==> config.mk <==
export PLATFORM = sky130hd
export DESIGN_NAME = perf_counter_reader
export DESIGN_NICKNAME = d
export VERILOG_FILES = /design/src/rtl/perf_counter_reader.sv
export SDC_FILE = /design/constraint.sdc
export NUM_CORES = 1
export LEC_CHECK = 0
export CELL_PAD_IN_SITES_DETAIL_PLACEMENT = 1
export CELL_PAD_IN_SITES_GLOBAL_PLACEMENT = 1
export CORE_AREA = 2 2 156 158
export CTS_CLUSTER_SIZE = 8
export DETAILED_ROUTE_END_ITERATION = 6
export DIE_AREA = 0 0 158 160
export PLACE_DENSITY_LB_ADDON = 0.25
export SETUP_SLACK_MARGIN = 0.4
export SLEW_MARGIN = 10
export SYNTH_ARGS = -nofsm -noshare
export SYNTH_HDL_FRONTEND = slang
export SYNTH_SLANG_ARGS = --single-unit
==> constraint.sdc <==
create_clock -name clk -period 9.7 [get_ports clk]
set_input_delay 2.91 -clock clk [delete_from_list [all_inputs] [get_ports clk]]
set_output_delay 2.91 -clock clk [all_outputs]
set_load 0.02 [all_outputs]
==> src/rtl/perf_counter_reader.sv <==
// perf_counter_reader
// Request/response read port for the three 20-bit event counters.
// A SNAPSHOT copies all three live counters into shadow registers on one edge,
// so reads of the shadows always return values that belong together.
// Wrap-around of each live counter is detected every cycle and recorded in a
// sticky overflow bit. READ_OVF returns those bits and then clears them.
module perf_counter_reader #(
    parameter int CNT_W = 20
) (
    input  logic             clk,
    input  logic             reset,
    input  logic [CNT_W-1:0] instr_cnt,
    input  logic [CNT_W-1:0] mem_acc_cnt,
    input  logic [CNT_W-1:0] mem_corr_cnt,
    input  logic             req_valid,
    output logic             req_ready,
    input  logic [2:0]       req_op,
    output logic             resp_valid,
    input  logic             resp_ready,
    output logic [CNT_W-1:0] resp_data,
    output logic             resp_err
);

    typedef enum logic {
        IDLE = 1'b0,
        RESP = 1'b1
    } state_t;

    localparam logic [2:0] OP_RD_INSTR = 3'd0;
    localparam logic [2:0] OP_RD_ACC   = 3'd1;
    localparam logic [2:0] OP_RD_CORR  = 3'd2;
    localparam logic [2:0] OP_SNAPSHOT = 3'd3;
    localparam logic [2:0] OP_READ_OVF = 3'd4;

    state_t           state_q, state_d;
    logic [CNT_W-1:0] resp_data_q, resp_data_d;
    logic             resp_err_q, resp_err_d;
    logic [CNT_W-1:0] sh_instr_q, sh_instr_d;
    logic [CNT_W-1:0] sh_acc_q, sh_acc_d;
    logic [CNT_W-1:0] sh_corr_q, sh_corr_d;
    logic [2:0]       ovf_q, ovf_d;
    logic [CNT_W-1:0] prev_instr_q, prev_acc_q, prev_corr_q;
    logic [2:0]       wrap;
    logic             accept;

    // A wrap is the step from all-ones straight to zero, seen against last cycle's value.
    always_comb begin
        wrap[0] = (prev_instr_q == {CNT_W{1'b1}}) && (instr_cnt    == '0);
        wrap[1] = (prev_acc_q   == {CNT_W{1'b1}}) && (mem_acc_cnt  == '0);
        wrap[2] = (prev_corr_q  == {CNT_W{1'b1}}) && (mem_corr_cnt == '0);
    end

    assign accept     = (state_q == IDLE) && req_valid;
    assign req_ready  = (state_q == IDLE);
    assign resp_valid = (state_q == RESP);
    assign resp_data  = resp_data_q;
    assign resp_err   = resp_err_q;

    // Next state: execute the op on the accept edge, hold the response until it is taken.
    always_comb begin
        state_d     = state_q;
        resp_data_d = resp_data_q;
        resp_err_d  = resp_err_q;
        sh_instr_d  = sh_instr_q;
        sh_acc_d    = sh_acc_q;
        sh_corr_d   = sh_corr_q;
        ovf_d       = ovf_q | wrap;
        case (state_q)
            IDLE: begin
                if (accept) begin
                    state_d     = RESP;
                    resp_data_d = '0;
                    resp_err_d  = 1'b0;
                    case (req_op)
                        OP_RD_INSTR: resp_data_d = sh_instr_q;
                        OP_RD_ACC:   resp_data_d = sh_acc_q;
                        OP_RD_CORR:  resp_data_d = sh_corr_q;
                        OP_SNAPSHOT: begin
                            sh_instr_d = instr_cnt;
                            sh_acc_d   = mem_acc_cnt;
                            sh_corr_d  = mem_corr_cnt;
                        end
                        OP_READ_OVF: begin
                            // Return the flags as they were, but keep any wrap landing on this edge.
                            resp_data_d = {{(CNT_W-3){1'b0}}, ovf_q};
                            ovf_d       = wrap;
                        end
                        default: resp_err_d = 1'b1;
                    endcase
                end
            end
            RESP: begin
                if (resp_ready) begin
                    state_d = IDLE;
                end
            end
            default: state_d = IDLE;
        endcase
    end

    // State, shadow, overflow and previous-value registers.
    always_ff @(posedge clk or posedge reset) begin
        if (reset) begin
            state_q      <= IDLE;
            resp_data_q  <= '0;
            resp_err_q   <= 1'b0;
            sh_instr_q   <= '0;
            sh_acc_q     <= '0;
            sh_corr_q    <= '0;
            ovf_q        <= '0;
            prev_instr_q <= '0;
            prev_acc_q   <= '0;
            prev_corr_q  <= '0;
        end else begin
            state_q      <= state_d;
            resp_data_q  <= resp_data_d;
            resp_err_q   <= resp_err_d;
            sh_instr_q   <= sh_instr_d;
            sh_acc_q     <= sh_acc_d;
            sh_corr_q    <= sh_corr_d;
            ovf_q        <= ovf_d;
            prev_instr_q <= instr_cnt;
            prev_acc_q   <= mem_acc_cnt;
            prev_corr_q  <= mem_corr_cnt;
        end
    end

endmodule

* After elaboration in Yosys (flattened, before gate mapping)
Index checks and enable logic that the tools add are counted.
** Cells by class
- Reductions and logical operators :: 11
- Bitwise operators :: 2
- Mux-type cells :: 8
- Equality and inequality tests :: 7
** Operators by type and width (count)
- case mux 20 bit (4 select lines) :: 1
- == test 20 bit (second input constant) :: 3
- zero test 20 bit :: 3
- two-way mux 3 bit :: 3
- == test 3 x 2 -> 1 bit (second input constant) :: 2
- OR reduction 5 bit :: 1
- logical AND 1 bit :: 4
- == test 3 x 1 -> 1 bit (second input constant) :: 1
- == test 3 bit (second input constant) :: 1
- zero test 3 bit :: 1
- two-way mux 1 bit :: 3
- OR 3 bit :: 1
- AND reduction 3 bit :: 1
- case mux 1 bit (2 select lines) :: 1
- AND reduction 2 bit :: 1
- inverter 1 bit :: 1
** Word-level totals
- Register bits after elaboration :: 145

* Longest topological paths before layout
Gate-level depths: netlist of run 1.
- Depth in word-level cells :: 6
- Mapped depth :: 7
- Gate-level depth less buffers :: 4

* Worst setup path before layout of run 1
No wires, ideal clock.
- Path kind :: in2reg
- Start point :: in mem_acc_cnt[11]
- End point :: reg ovf_q[1]
- Required time :: 9.597 ns
- Arrival :: 4.214 ns
- Cell stages on the path :: 3
- Library setup time :: 0.103 ns
- Slack :: 5.382 ns
- Cells stage by stage :: or4_1 -> or4_1 -> o41ai_2
** On the way
- Word-level cells in the longest chain between the ends :: 6
** Ends and longest elaborated chain
- start, declared :: line 13 : input logic [CNT_W-1:0] mem_acc_cnt,
- zero test 20 bit * :: line 49 : wrap[1] = (prev_acc_q == {CNT_W{1'b1}}) && (mem_acc_cnt == '0);
- logical AND 1 bit * :: line 49
- OR 3 bit :: line 67 : ovf_d = ovf_q | wrap;
- two-way mux 3 bit :: line 74 : case (req_op)
- two-way mux 3 bit :: line 70 : if (accept) begin
- two-way mux 3 bit * :: line 68 : case (state_q)
- via ovf_d[1] :: line 41 : logic [2:0] ovf_q, ovf_d;
- end signal, assigned :: line 121 : ovf_q <= ovf_d;
- end, declared :: line 41
The timed path passes the listed nets; every way through them passes the cells marked *.
A chain may end at the register's enable or synchronous reset.

* Worst setup path in the final report of run 1
- Start point :: in req_valid
- End point :: reg sh_instr_q[15]
** On the way
- Word-level cells in the longest chain between the ends :: 2
** Ends and longest elaborated chain
- start, declared :: line 15 : input logic req_valid,
- logical AND 1 bit :: line 53 : assign accept = (state_q == IDLE) && req_valid;
- AND reduction 3 bit (no line)
- end signal, assigned :: line 118 : sh_instr_q <= sh_instr_d;
- end, declared :: line 38 : logic [CNT_W-1:0] sh_instr_q, sh_instr_d;
No other way between the ends.

==> results of run 1 <==
-- routing by layer --
layer	track usage (%)	part of all wire (%)	vias up
met5	0	0	-
met4	4.05	1.1	0
met3	3.15	4.1	13
met2	19.4	47	73
met1	16.6	47	1741
li1	-	-	1540
-- area by class of cell --
| type | count | area (µm²) | share of cell area, % |
|---|---|---|---|
| repair buffers | 94 | 928 | 12.9 |
| inverters | 2 | 12.5 | 0.174 |
| clock inverters | 11 | 138 | 1.91 |
| flip-flops and latches | 145 | 3630 | 50.3 |
| well taps | 324 | 405 | 5.62 |
| clock buffers | 20 | 457 | 6.33 |
| multi-input cells | 205 | 1640 | 22.8 |
-- where the power goes --
| group | internal (mW) | switching [mW] | leakage [nW] | total (mW) |
|---|---|---|---|---|
| sequential | 0.707 | 0.0595 | 1.77 | 0.767 |
| combinational | 0.135 | 0.112 | 0.929 | 0.246 |
| clock | 0.414 | 0.245 | 0.299 | 0.659 |
| total | 1.26 | 0.416 | 2.99 | 1.67 |
-- cells in the final DEF, fill, tap and decap left out, types with 3 or more instances in the layout --
master / count
sky130_fd_sc_hd__or4_1: 4
sky130_fd_sc_hd__clkbuf_16: 17
sky130_fd_sc_hd__nor2b_1: 4
sky130_fd_sc_hd__nand2_1: 26
sky130_fd_sc_hd__dfrtp_1: 145
sky130_fd_sc_hd__clkinv_2: 6
sky130_fd_sc_hd__nand4_1: 16
sky130_fd_sc_hd__nor4_1: 12
sky130_fd_sc_hd__mux2_2: 60
sky130_fd_sc_hd__a21oi_1: 6
sky130_fd_sc_hd__o21ai_0: 18
sky130_fd_sc_hd__nor2_1: 5
sky130_fd_sc_hd__bufinv_16: 3
sky130_fd_sc_hd__mux2i_1: 20
sky130_fd_sc_hd__or2_2: 3
sky130_fd_sc_hd__clkdlybuf4s50_1: 89
sky130_fd_sc_hd__a21o_1: 3
sky130_fd_sc_hd__a22o_1: 18
sky130_fd_sc_hd__buf_4: 5
-- logic make-up (layout without fill, tap and decap cells) --
family	after synthesis	after routing	share of synthesized area (%)
multiplexers	80	80	16.4
buffers and inverters	19	127	1.50
AO/OA/AOI/OAI	48	48	6.39
flip-flops	145	145	67.9
AND/OR/NAND/NOR	77	77	7.84
-- flip-flops by register name, summed over array words and instances (netlist names) --
| name | cells |
|---|---|
| prev_acc_q | 20 |
| prev_corr_q | 20 |
| prev_instr_q | 20 |
| resp_data | 20 |
| sh_acc_q | 20 |
| sh_corr_q | 20 |
| sh_instr_q | 20 |
| ovf_q | 3 |
| resp_err | 1 |
| resp_valid | 1 |
-- path summary, 6_finish.rpt --
check                      slack, ns             end       start  cells past startpoint
max in group asynchronous       5.30    sh_corr_q[0]       reset                      3
max                             4.73  sh_instr_q[15]   req_valid                      5
min                             0.49        ovf_q[0]    ovf_q[0]                      2
max reg2reg                     7.22  sh_instr_q[15]  resp_valid                      5
min reg2reg                     0.49        ovf_q[0]    ovf_q[0]                      2
min in group asynchronous       2.97  prev_corr_q[4]       reset                      2
-- critical path, stage by stage --
cell	delay (ns)
sky130_fd_sc_hd__clkdlybuf4s50_1	0.48
sky130_fd_sc_hd__nand2_1	0.54
sky130_fd_sc_hd__nor3_2	0.41
sky130_fd_sc_hd__buf_4	0.50
sky130_fd_sc_hd__mux2_2	0.40
-- per-stage QoR --
stage	utilization (%)	instance area, µm²
4_1_cts	30.3	7210
3_5_place_dp	27.8	6620
3_3_place_gp	27.8	6620
5_1_grt	30.3	7210
6_report	30.3	7210
2_1_floorplan	-	5350
==> reports/summary.md, run 1 <==
Summed over all nets, the half-perimeter wirelength after detailed placement is 10900 µm. sky130_fd_sc_hd__dfrtp_1 is the most common cell in the netlist. The area growth from synthesis to layout came out at 34.9%. In the final routed layout, each cell accounts on average for 18.2 µm. The tools report the overall die area as 25300 µm². In the post-synthesis netlist, the biggest area contributors are sky130_fd_sc_hd__dfrtp_1 (68%), sky130_fd_sc_hd__mux2_2 (13%), sky130_fd_sc_hd__mux2i_1 (3.7%).

After clock tree synthesis, the flow added hold-fix buffers numbering 0. In this run, CTS created clock tree buffers numbering 17. Entering global routing, the biggest net connects 74 pins. The filler cells instantiated in the layout total 2588. The ratio of cells with drive above 1 in the final layout was 21.6%; the number of enable flip-flop cells after synthesis was 0.

The number of top-level pins is 90, and the area fraction of the dominant cell type after synthesis is 67.9%. The net count after synthesis came out at 436. The yosys synthesis warning count was 0. The critical setup path kind was in2reg.

The run gives 0.748 as the routability-driven placement congestion ratio. The number of setup violations in the final report is 0. The total power consumption of the routed design was 1.67 mW. The number of gates resized after CTS was 0. The flow ran to the end, and the final reports show no timing, DRC or antenna violations. The number of standard cells after synthesis is 369. The final hold violation count came out at 0.

Initial antenna violation count: 0. The routed design has 14600 µm of wire. The proportion of synthesized flip-flops having asynchronous set or reset is 100%, and the initial standard-cell utilization of the core is 22.4%. The row count is 57, and the number of instances in the placed design is 770. The final-layout worst hold slack is 0.490 ns. STA classifies the critical path startpoint as a primary input. The detailed router placed 3367 vias in this run. For this run, the post-layout net count is 532.

The tools report the worst path required time as 10.00 ns. In this run the tool buffered the top-level ports with 89 buffer cells. The most used flip-flop cell after synthesis is sky130_fd_sc_hd__dfrtp_1. The mapped netlist covers 5350 µm².

The aggregate global routing overflow came out at 0. In this run the worst hold path is classified as reg2reg. Before CTS, the worst setup slack after placement is 4.30 ns. After synthesis, flip-flops and latches occupy 67.9% of the total area. The kind of end point of the critical path was a register. For the data arrival at the endpoint of the critical path, the log shows 5.27 ns. Power spread over the standard cell area amounts to 232 nW/µm². The final worst setup slack was 4.73 ns; the number of global-route vias before repair was 3876.

The number of antenna diodes in the final layout is 0. Number of buffers inserted to repair setup after CTS: 0. Of all nets on the critical path, the largest fanout is 40. The die outline width is 158 µm. Max-cap violations in this run came to 0. The tree built by TritonCTS fans out to 145 sinks. Excluding fillers, the count of instances in the completed layout stands at 801. TritonCTS built the clock tree. The longest clock path from root to sink contains 2 buffers. After clock tree synthesis, the clock-pin slew on the worst setup and hold paths is 0.06 ns. The total area inside the core boundary comes to 23800 µm².

The mean number of vias per cell works out to 4.20. Across the VDD grid, the largest voltage drop is 90.3 µV. The tools report the H-tree depth as 4.

The detailed router finished its first iteration with 125 violations. Setup repair after global routing left no endpoint under its margin. The die is 160 µm tall.

Static timing analysis puts the maximum clock frequency at 0.201 GHz. The remaining number of nets flagged by the antenna check after routing was 0; the final clock skew was 0.00616 ns. Period utilization: 51.3%. The number of max-slew violations in the final report was 0; the total iterations of the first detailed-routing run was 4. Ranked by instance count, the synthesized netlist is headed by sky130_fd_sc_hd__dfrtp_1 (145), sky130_fd_sc_hd__mux2_2 (60), sky130_fd_sc_hd__nand2_1 (26). The pin slew with the least headroom to its limit was 0.991 ns; the final critical delay including setup and external delays was 4.97 ns. The first global-routing pass estimated 22700 µm of wire. The accumulated negative setup slack is 0 ns, and the distinct cell type count after synthesis is 25. The synthesized design contains 145 register bits.

The tree is rooted in a sky130_fd_sc_hd__clkbuf_16. For the overall global routing resource usage, the log shows 12.3%. In the routed design, unresolved DRC markers number 0.

The average cell area after synthesis was 14.5 µm²; the static leakage was 2.99 nW. Headroom to the max-slew limit came out at 33.6%. Clock latency on the worst-skew pair, taken at its later pin, is 0.42 ns.

The largest area contributor in the synthesized netlist is sky130_fd_sc_hd__dfrtp_1.
(Power assumes the default switching activity.)
==> run 2: changes to the inputs <==
==> constraint.sdc (replaced) <==
create_clock -name clk -period 5.2 [get_ports clk]
set_input_delay 1.56 -clock clk [delete_from_list [all_inputs] [get_ports clk]]
set_output_delay 1.56 -clock clk [all_outputs]
set_load 0.02 [all_outputs]
==> reports/summary.md, run 2 (synthesized netlist as in run 1, its figures left out) <==
The die span in y is 160 µm (unchanged). The initial standard-cell utilization of the core came out at 22.4% (unchanged). The worst path required time was 5.55 ns (was 10.00 ns); the achievable clock frequency was 0.286 GHz.

The ratio of cells with drive above 1 in the final layout was 21.9% (was 21.6%); the final critical delay including setup and external delays was 3.49 ns. The final hold violation count was 0 (unchanged); the data arrival at the endpoint of the critical path was 3.84 ns (was 5.27 ns). The final net count came out at 535 (was 532). Placeable core region: 23800 µm² (unchanged).

Depth of the most critical reg-to-reg path: 5 (unchanged). The logs give 0 (unchanged) for the number of max-slew violations in the final report and 0 (unchanged) for the post-cts sizing count. The area of all placed cells without fillers was 7270 µm² (was 7210 µm²). The path category of the worst min-delay check was reg2reg (unchanged). The first-pass GRT wire length is 22900 µm (was 22700 µm). The number of buffers inserted to repair setup after CTS is 0 (unchanged).

The tools report the endpoint of the most critical register-to-register path as resp_data[15] (was sh_instr_q[15]). Highest-count cells in the layout ignoring fill and taps: sky130_fd_sc_hd__dfrtp_1 (145), sky130_fd_sc_hd__clkdlybuf4s50_1 (89), sky130_fd_sc_hd__mux2_2 (60), sky130_fd_sc_hd__nand2_1 (26), sky130_fd_sc_hd__mux2i_1 (20) (unchanged). The count of buffers inserted at the top-level ports was 89 (unchanged); the total iterations of the first detailed-routing run was 4 (unchanged). For the number of top-level pins, the log shows 90 (unchanged). For the largest net degree at the start of global routing, the log shows 52 (was 74). The total placed instance area was 6650 µm² (was 6620 µm²); the remaining design rule violation count was 0 (unchanged). The clock edge transition at the registers on the reported setup and hold paths was 0.06 ns (about the same); the initial detailed-routing violation count was 124 (was 125). Worst reg-to-reg setup slack: 3.14 ns (was 7.22 ns).

TritonCTS built the clock tree. The final worst setup slack is 1.71 ns (was 4.73 ns), and the total of hold buffers inserted after clock tree synthesis is 0 (unchanged). Mean number of vias per cell: 4.15 (was 4.20). Setup repair after global routing left no endpoint under its margin. The number of buffers on the longest clock path is 2 (unchanged). The period utilization was 67.2%. The pin slew with the least headroom to its limit was 1.16 ns (was 0.991 ns); the number of instances in the placed design was 773 (was 770).

Overall global routing resource usage: 12.4% (was 12.3%). The overall die area was 25300 µm² (unchanged). The flow ran to the end, and the final reports show no timing, DRC or antenna violations. Worst vdd rail ir drop: 190 µV (was 90.3 µV).

The run gives 0.488 ns (was 0.490 ns) as the final-layout worst hold slack. The H-tree depth was 4 (unchanged); the power density of the placed cells was 437 nW/µm² (was 232 nW/µm²). The aggregate global routing overflow is 0 (unchanged). Worst-skew pair later-pin latency: 0.42 ns (about the same). The kind of end point of the critical path is a register (unchanged). The routed length per instance came out at 18.2 µm (about the same). The tools report the worst-case setup slack after placement as 1.24 ns (was 4.30 ns). For the static leakage, the log shows 3.01 nW (was 2.99 nW). Clock root buffer master: sky130_fd_sc_hd__clkbuf_16 (unchanged). Most common cell after layout, fill and taps aside: sky130_fd_sc_hd__dfrtp_1 (unchanged). The accumulated negative setup slack came out at 0 ns (unchanged).

The critical setup path kind was in2reg (unchanged). The critical hold path startpoint was ovf_q[0] (unchanged). Row count: 57 (unchanged). For the total half-perimeter wirelength after legalization and detailed placement, the log shows 11000 µm (was 10900 µm).

Reg-to-reg critical path startpoint: resp_valid (unchanged). For the number of global-route vias before repair, the log shows 3915 (was 3876). The tools report the destination of the worst hold path as ovf_q[0] (unchanged). The number of setup violations in the final report was 0 (unchanged); the total number of vias was 3333 (was 3367).

For the remaining number of nets flagged by the antenna check after routing, the log shows 0 (unchanged). The kind of start point of the critical path is a primary input (unchanged). The final clock skew was 0.00478 ns (was 0.00616 ns). The logs give 14600 µm (about the same) for the routed wire length and 0 (unchanged) for the number of maximum-capacitance constraint violations. The antenna diode count came out at 0 (unchanged). The initial antenna violation count is 0 (unchanged). The total clock buffers created by CTS came out at 17 (unchanged).

The cell depth of the worst hold path works out to 2 (unchanged). The die outline width was 158 µm (unchanged); the number of fill cells was 2591 (was 2588). The area growth from synthesis to layout was 35.9% (was 34.9%). Largest fanout of any net on the critical path: 23 (was 40).

The logs give 22.3% (was 33.6%) for the worst max-slew margin expressed relative to the limit and 0.742 (was 0.748) for the routability-driven placement congestion ratio. The number of standard cells in the layout, taps in and fillers out was 803 (was 801). For the TritonCTS sink count, the log shows 145 (unchanged).
[run 2: how the worst max path moves through the flow]
stage / startpoint / endpoint / slack (ns) / cells after the start
final: req_op[1] / resp_data[15] / 1.71 / 4
after global routing: req_op[1] / sh_instr_q[12] / 1.55 / 5
after CTS: req_op[1] / sh_instr_q[12] / 1.68 / 5
after detailed placement: req_op[1] / sh_instr_q[12] / 1.24 / 5
after global placement: req_op[1] / resp_data[5] / 1.37 / 4
after floorplan: reset / ovf_q[0] / 1.82 / 1
[run 2: stage by stage]
step / total power [mW] / utilization (%)
finish: 3.18 / 30.5
CTS: 3.23 / 30.5
global route: 3.33 / 30.5
floorplan: 1.68 / -
detailed placement: 1.93 / 27.9
global placement: 1.90 / 27.9
[run 2: area by class of cell]
class | count | area (µm²) | share of cell area, %
sequential | 145 | 3630 | 49.9
multi-input combinational | 205 | 1640 | 22.6
timing repair buffer | 97 | 963 | 13.3
clock buffer | 20 | 457 | 6.29
tap | 324 | 405 | 5.58
clock inverter | 10 | 159 | 2.19
inverter | 2 | 11.3 | 0.155
[run 2: metal layers]
layer | part of all wire [%] | GRT usage [%] | up-vias
met5 | 0 | 0 | -
met4 | 1.2 | 3.69 | 0
met2 | 46 | 18.8 | 73
met3 | 3.7 | 3.23 | 12
met1 | 49 | 17.3 | 1699
li1 | - | - | 1549
[run 2: where the power goes]
| group | total [mW] | leakage [nW] | internal [mW] | switching (mW) |
|---|---|---|---|---|
| clock network | 1.28 | 0.298 | 0.821 | 0.457 |
| logic | 0.467 | 0.943 | 0.254 | 0.213 |
| registers | 1.43 | 1.77 | 1.32 | 0.113 |
| total | 3.18 | 3.01 | 2.39 | 0.783 |
[run 2: worst max-delay path, stage by stage]
cell,delay [ns]
sky130_fd_sc_hd__clkdlybuf4s50_1,0.79
sky130_fd_sc_hd__nand2_1,0.27
sky130_fd_sc_hd__nor3b_2,0.95
sky130_fd_sc_hd__a22o_1,0.26
